==> src/rtl/uplink_service_scheduler.sv <==
// rtl/uplink_service_scheduler.sv - round-robin burst scheduler for four uplink service I/Q channels
// Optional per-channel transfer counters: define UPLINK_SCHED_STATS_EN.
module uplink_service_scheduler #(
  parameter int DW        = 16,
  parameter int NCH       = 4,
  parameter int BURST_LEN = 8
) (
  input  logic              clk,
  input  logic              rst,
  input  logic [NCH-1:0]    en_mask,
  input  logic [NCH-1:0]    in_valid,
  output logic [NCH-1:0]    in_ready,
  input  logic [NCH*DW-1:0] in_i,
  input  logic [NCH*DW-1:0] in_q,
  output logic              out_valid,
  input  logic              out_ready,
  output logic [DW-1:0]     out_i,
  output logic [DW-1:0]     out_q,
  output logic [1:0]        out_ch,
  output logic [NCH-1:0]    grant,
  output logic              busy
`ifdef UPLINK_SCHED_STATS_EN
  ,
  input  logic              stat_clr,
  output logic [NCH*32-1:0] stat_cnt
`endif
);

  typedef enum logic {IDLE, GRANT} state_t;

  state_t         state;
  logic [1:0]     sel;
  logic [1:0]     rr_ptr;
  logic [7:0]     burst_cnt;
  logic [NCH-1:0] req;
  logic [1:0]     pick;
  logic           sel_ok;
  logic           can_take;
  logic           xfer;
  logic           last;

  assign req      = in_valid & en_mask;
  assign sel_ok   = in_valid[sel] & en_mask[sel];
  assign can_take = !out_valid | out_ready;
  assign xfer     = (state == GRANT) & sel_ok & can_take;
  assign last     = (burst_cnt == 8'(BURST_LEN - 1));

  // Descending scan so the lowest offset from rr_ptr wins.
  always_comb begin
    pick = rr_ptr;
    for (int k = NCH - 1; k >= 0; k--) begin
      if (req[rr_ptr + 2'(k)]) pick = rr_ptr + 2'(k);
    end
  end

  // A masked-off granted channel sees ready low in the cycle it is released.
  always_comb begin
    in_ready = '0;
    if (state == GRANT && en_mask[sel]) in_ready[sel] = can_take;
  end

  always_ff @(posedge clk) begin
    if (rst) begin
      state     <= IDLE;
      sel       <= '0;
      rr_ptr    <= '0;
      burst_cnt <= '0;
      out_valid <= 1'b0;
      out_i     <= '0;
      out_q     <= '0;
      out_ch    <= '0;
      grant     <= '0;
      busy      <= 1'b0;
    end else begin
      if (xfer) begin
        out_valid <= 1'b1;
        out_i     <= in_i[sel*DW +: DW];
        out_q     <= in_q[sel*DW +: DW];
        out_ch    <= sel;
        burst_cnt <= burst_cnt + 8'd1;
      end else if (out_ready) begin
        out_valid <= 1'b0;
      end

      case (state)
        IDLE: begin
          if (|req) begin
            state     <= GRANT;
            sel       <= pick;
            grant     <= NCH'(1) << pick;
            busy      <= 1'b1;
            burst_cnt <= '0;
          end
        end
        GRANT: begin
          if (!sel_ok || (xfer && last)) begin
            state  <= IDLE;
            rr_ptr <= sel + 2'd1;
            grant  <= '0;
            busy   <= 1'b0;
          end
        end
        default: state <= IDLE;
      endcase
    end
  end

`ifdef UPLINK_SCHED_STATS_EN
  logic [31:0] cnt [NCH];

  always_ff @(posedge clk) begin
    if (rst || stat_clr) begin
      for (int n = 0; n < NCH; n++) cnt[n] <= '0;
    end else if (xfer) begin
      cnt[sel] <= cnt[sel] + 32'd1;
    end
  end

  always_comb begin
    for (int n = 0; n < NCH; n++) stat_cnt[n*32 +: 32] = cnt[n];
  end
`endif

endmodule

==> config.mk <==
export PLATFORM = sky130hd
export DESIGN_NAME = uplink_service_scheduler
export DESIGN_NICKNAME = d
export VERILOG_FILES = /design/src/rtl/uplink_service_scheduler.sv
export SDC_FILE = /design/constraint.sdc
export NUM_CORES = 1
export LEC_CHECK = 0
export BUFFER_PORTS_ARGS = -buffer_cell sky130_fd_sc_hd__buf_4
export CAP_MARGIN = 0
export CORE_UTILIZATION = 40
export DETAILED_ROUTE_END_ITERATION = 16
export GPL_TIMING_DRIVEN = 0
export PLACE_DENSITY = 0.77
export RECOVER_POWER = 25
export SLEW_MARGIN = 10
export SYNTH_ARGS = -nofsm -noshare
export SYNTH_HDL_FRONTEND = slang
export SYNTH_SLANG_ARGS = --single-unit
==> constraint.sdc <==
create_clock -name clk -period 1.72 [get_ports clk]
set_input_delay 0.344 -clock clk [delete_from_list [all_inputs] [get_ports clk]]
set_output_delay 0.344 -clock clk [all_outputs]
set_load 0.1 [all_outputs]
==> impl_metrics.csv, run 1 <==
group,metric,value,unit
run_status,outcome,"finished with violations",
run_status,violations,"setup timing",
floorplanning,rows,32,
clocking,clkTransAtPathRegs,90,ps
place,io_buffers,182,
yosys,synth_cells,310,
layout,nets,670,
yosys,synth_cell_types,50,
floorplanning,die_h,90.9,um
global_routing,grt_pass1_vias,3401,
yosys,netlist_area,3160,um^2
sta,finalSetupViolCount,53,
sta,fin_crit_sh,1.20,
power,vdd_ir_drop_max,0.520,mV
yosys,synth-simple-area-share,0.196,
sta,fin_skew,4.18,ps
sta,setup_ws,-346,ps
layout,fillers,596,
yosys,ys_seq_elements,53,
clocking,cts_root_buf,"clkbuf_8",
critical_path,crit_arrival,1720,ps
power,clkPwrFrac,0.233,
clocking,cts_max_level,2,
critical_path,cp_num_buf_inv,1,
power,fin_total_pwr,3.75,mW
yosys,postSynth.topFlopCell,"dfxtp_1",
route,drtPass1Iterations,7,
critical_path,worst_ep_required_time,1380,ps
route,drtAntennaViolNets,0,
route,drtIter0Drc,115,
global_routing,grt-ovfl-total,0,
route,routed_wl,10.4,mm
sta,slew_viol_final,0,
critical_path,endpoint_kind,"output port",
clocking,cts_buffers,5,
power,p_seq_frac,0.356,
yosys,synth_top_area_frac,0.336,
route,detail_route.wl_per_cell,16.5,um
layout,area_delta_synth_final,71.7,%
layout,layout_common_cells,"178 x buf_4, 50 x nand2_1, 49 x dfxtp_1",
route,vias,3348,
clocking,clkSinkCount,53,
yosys,synth_edf_count,0,
layout,drive_above_1_share,0.651,
critical_path,path_delay_family,"multiplexers",
sta,slew-limit-headroom,0.536,
clocking,clk_latency,320,ps
yosys,syn_area_per_cell,10.2,um^2
critical_path,cpPeakStageDelay,510,ps
floorplanning,ios,183,
critical_path,crit_slowest_cell,"mux4_2",
clocking,cts_buffer_depth,2,
power,p_per_area,691,nW/um^2
floorplanning,start_util,0.411,
yosys,synth_fa_ha_area_frac,0.0198,
place,dp_hpwl,7.46,mm
yosys,synth_compound_area_frac,0.117,
layout,mostFrequentLayoutCell,"buf_4",
sta,fin_hold_ws,431,ps
sta,fin_setup_tns,-9520,ps
yosys,synth_mux_area_frac,0.254,
critical_path,path_class,"reg -> out",
power,p_sw_frac,0.346,
clocking,ctsHoldBuffers,0,
place,globalplace.congestion,0.772,
power,p_comb_frac,0.412,
global_routing,antenna_found_initial,0,
yosys,synth_xor_xnor_area_share,0.0162,
critical_path,path_max_fanout,5,
global_routing,track_usage,0.246,
yosys,synthTopCellsByArea,"dfxtp_1 34%, mux4_2 23%, nand2_1 8.2%, a21oi_1 4.4%, a21oi_2 3.1%",
sta,fmax,0.484,GHz
route,via_per_inst,5.32,
sta,tightest_slew,695,ps
min_path,hp-class,"in -> reg",
sta,min_period,2070,ps
floorplanning,dieArea,8250,um^2
yosys,synth_top_family_by_area,"multiplexers",
power,power.internal,2.45,mW
clocking,cts_tree,"yes",
floorplanning,fp.coreArea,7690,um^2
critical_path,cp-start-kind,"flop",
yosys,async_reset_ff_frac,0,
yosys,yosysTopAreaCell,"dfxtp_1",
floorplanning,die_w,90.9,um
yosys,syn_nets,454,
global_routing,grt_max_degree,18,
global_routing,grt_pass1_wl,15.8,mm
yosys,yosys_warnings,0,
yosys,yosysSeqAreaShare,0.336,
route,remaining_drc_errors,0,
critical_path,path_cells,"mux4_2 -> and3_4 -> and2_4 -> buf_12",
sta,final-hold-violation-count,0,
layout,diodes,0,
power,power.leakage,2.25,nW
sta,rsz0062_at_grt,"true",
place,dp_slack,-558,ps
run,drv_cap,0,
power,switchingPower,1.30,mW
==> worst register-to-register path: stages (launching register included) <==
cell and delay, ps:
dfxtp_4 380, buf_4 120, buf_12 100, mux4_2 580
buf_6 170, nand2_8 110, buf_12 120, clkbuf_16 130
nand2_1 60, a21oi_2 130
==> metrics by stage <==
| step | utilization | instance area (um^2) | cells |
|---|---|---|---|
| floorplan | - | 3210 | 310 |
| global placement | 0.612 | 4700 | 594 |
| detailed placement | 0.612 | 4700 | 594 |
| CTS | 0.687 | 5280 | 622 |
| global route | 0.705 | 5420 | 629 |
| finish | 0.705 | 5420 | 629 |
==> final timing paths <==
path | cells after the start | slack (ps) | end | from
hold / removal | 3 | 430 | out_valid | out_ready
setup / recovery | 4 | -350 | in_ready[0] | sel[0]
setup reg to reg | 9 | -220 | out_q[1] | sel[0]
hold reg to reg | 2 | 460 | out_ch[0] | out_ch[0]
==> Yosys cell counts (2+ instances only) <==
library cell and number:
xnor2_1 2, buf_4 3, a21oi_2 11, nor2_1 10, mux2i_1 3, nand3_1 4, mux4_2 32, or3_1 2
xor2_1 2, ha_1 5, mux4_1 2, a21oi_1 28, nand2_2 11, nand2_1 69, and2_1 6, o22ai_1 5
buf_2 4, buf_1 2, inv_1 4, dfxtp_1 53, buf_8 2, buf_12 2, nand4_1 3, clkbuf_1 9
nand3b_1 5, o21ai_0 2, buf_6 2, nand2_4 3, nand2b_1 3
==> power groups by stage <==
| stage | Combinational [mW] | Clock, mW | Sequential, mW |
|---|---|---|---|
| floorplan | 0.556 | 0 | 1.67 |
| global placement | 1.29 | 0 | 1.35 |
| detailed placement | 1.32 | 0 | 1.35 |
| CTS | 1.50 | 0.881 | 1.33 |
| global route | 1.62 | 0.934 | 1.34 |
| finish | 1.54 | 0.872 | 1.33 |
==> flip-flops by register name, indices dropped and copies added, names as in the netlist <==
register / flops
out_i: 16
out_q: 16
burst_cnt: 8
grant: 4
out_ch: 2
rr_ptr: 2
sel: 2
busy: 1
out_valid: 1
state: 1
==> what timing repair did <==
item                       4_1_cts  5_1_grt
pin swaps                       11       23
gates cloned                     6        1
setup endpoints to repair       53       56
resized for setup               52       25
setup buffers                   16        6
hold endpoints to repair         0        0
==> area by class of cell <==
class	count	area, um^2	area share
flip-flops and latches	53	1070	0.197
clock buffers	5	68.8	0.0127
clock inverters	3	46.3	0.00854
well taps	102	128	0.0235
inverters	4	15.0	0.00277
plain buffers	22	221	0.0408
repair buffers	210	1800	0.332
multi-input cells	230	2080	0.383
==> layer usage <==
metal | routed length, um | GRT usage | vias up
met2 | 5650 | 0.462 | 156
met5 | 0 | 0 | -
met3 | 796 | 0.0556 | 14
met1 | 3790 | 0.271 | 1621
met4 | 152 | 0.0807 | 0
li1 | - | - | 1557
==> cells by family after synthesis <==
| kind of cell | after synthesis |
|---|---|
| buf+inv | 28 |
| mux | 37 |
| compound gates | 56 |
| xor+xnor | 5 |
| flops | 53 |
| simple gates | 126 |
| fa+ha+maj | 5 |
Note: power is estimated with default switching activity, not from simulation.
==> inputs of run 2 (changes only) <==
--- a/config.mk
+++ b/config.mk
@@ -12,6 +12,7 @@
 export GPL_TIMING_DRIVEN = 0
 export PLACE_DENSITY = 0.77
 export RECOVER_POWER = 25
+export SKIP_LAST_GASP = 1
 export SLEW_MARGIN = 10
 export SYNTH_ARGS = -nofsm -noshare
 export SYNTH_HDL_FRONTEND = slang
==> run 2 against run 1 <==
Against the previous run:
- the run still ends with setup timing left
- cell area fell by 0.12%
- hold slack improved by 11 ps
- power fell by 0.13%
- die area did not move
- global-route usage fell by 0.054 points
- combinational power barely moved
- register-to-register slack barely moved
==> impl_metrics.csv, run 2 (same netlist as run 1, synthesis figures left out) <==
group,metric,value,unit
run,drv_cap,0,
layout,largestRegisters,"out_i x16, out_q x16, burst_cnt x8",
clocking,cts_buffer_depth,2,
place,dp_hpwl,7.46,mm
sta,rsz0062_at_grt,"true",
route,drtAntennaViolNets,0,
floorplanning,die_w,90.9,um
sta,fin_crit_sh,1.20,
clocking,cts_root_buf,"clkbuf_8",
route,vias,3318,
floorplanning,start_util,0.411,
route,routed_wl,10.3,mm
floorplanning,dieArea,8250,um^2
route,detail_route.wl_per_cell,16.4,um
sta,min_period,2070,ps
critical_path,crit_slowest_cell,"mux4_2",
critical_path,path_delay_family,"multiplexers",
power,power.leakage,2.24,nW
sta,fmax,0.484,GHz
floorplanning,rows,32,
power,vdd_ir_drop_max,0.522,mV
clocking,ctsHoldBuffers,0,
critical_path,worst_ep_required_time,1380,ps
critical_path,path_class,"reg -> out",
sta,final-hold-violation-count,0,
layout,area_delta_synth_final,71.5,%
clocking,clkSinkCount,53,
critical_path,cpPeakStageDelay,510,ps
min_path,hp-class,"in -> reg",
sta,tightest_slew,692,ps
layout,nets,670,
global_routing,grt_max_degree,18,
power,p_per_area,691,nW/um^2
floorplanning,ios,183,
route,remaining_drc_errors,0,
sta,setup_ws,-347,ps
sta,fin_hold_ws,442,ps
global_routing,grt_pass1_wl,15.8,mm
critical_path,cp_num_buf_inv,1,
place,dpl_cell_area,4700,um^2
layout,diodes,0,
global_routing,grt-ovfl-total,0,
layout,drive_above_1_share,0.649,
layout,fin_area,5420,um^2
clocking,clkTransAtPathRegs,90,ps
route,drtPass1Iterations,6,
sta,slew_viol_final,0,
route,via_per_inst,5.28,
clocking,clk_latency,320,ps
floorplanning,die_h,90.9,um
sta,fin_skew,4.81,ps
power,fin_total_pwr,3.74,mW
run_status,violations,"setup timing",
clocking,cts_max_level,2,
place,globalplace.congestion,0.772,
layout,mostFrequentLayoutCell,"buf_4",
route,drtIter0Drc,104,
critical_path,path_max_fanout,5,
critical_path,path_cells,"mux4_2 -> and3_4 -> and2_4 -> buf_12",
global_routing,antenna_found_initial,0,
global_routing,grt_pass1_vias,3383,
clocking,cts_buffers,5,
global_routing,track_usage,0.245,
critical_path,crit_arrival,1720,ps
sta,slew-limit-headroom,0.539,
layout,layout_common_cells,"178 x buf_4, 49 x nand2_1, 49 x dfxtp_1",
place,io_buffers,182,
floorplanning,fp.coreArea,7690,um^2
critical_path,endpoint_kind,"output port",
clocking,cts_tree,"yes",
place,dp_slack,-558,ps
critical_path,cp-start-kind,"flop",
run_status,outcome,"finished with violations",
sta,finalSetupViolCount,53,
run 2: through the flow:
stage	utilization	instances	setup TNS (ps)
3_5_place_dp	0.612	594	-12180
5_1_grt	0.705	629	-12920
4_1_cts	0.684	622	-9240
2_1_floorplan	-	310	-2280
3_3_place_gp	0.612	594	-9740
6_report	0.705	629	-9890
run 2: path summary, 6_finish.rpt:
path	slack [ps]	to	startpoint	depth (start not counted)
setup / recovery	-350	in_ready[0]	sel[0]	4
hold / removal	440	out_valid	out_ready	3
setup reg to reg	-230	burst_cnt[4]	sel[0]	8
hold reg to reg	460	out_q[8]	out_q[8]	2
run 2: final cells by class:
cell class	count	area, um^2
fillers	603	2270
multi-input cells	230	2070
repair buffers	210	1800
flip-flops and latches	53	1070
plain buffers	22	221
well taps	102	128
clock buffers	5	68.8
clock inverters	3	46.3
inverters	4	15.0
run 2: power by group:
group	leakage, nW	internal [mW]	switching [mW]
combinational	1.76	0.729	0.813
sequential	0.431	1.29	0.0477
clock	0.0543	0.436	0.433
total	2.24	2.45	1.29
run 2: what timing repair did:
action / in CTS / in global routing
pin swaps: 9 / 26
setup buffers: 16 / 6
gates resized for setup: 49 / 27
cloned: 6 / 1
endpoints found under the setup margin: 53 / 56
run 2: worst register-to-register path, cell delays in order, from the launching register on:
cell,delay (ps)
dfxtp_4,380
buf_4,120
buf_12,100
mux4_2,580
buf_6,160
and2_4,170
nand4_1,120
xor2_1,170
nor2_1,50
run 2: per-layer routing:
metal / track usage / wire (um)
met4: 0.0675 / 154
met1: 0.271 / 3830
met5: 0 / 0
met3: 0.0564 / 777
met2: 0.466 / 5570
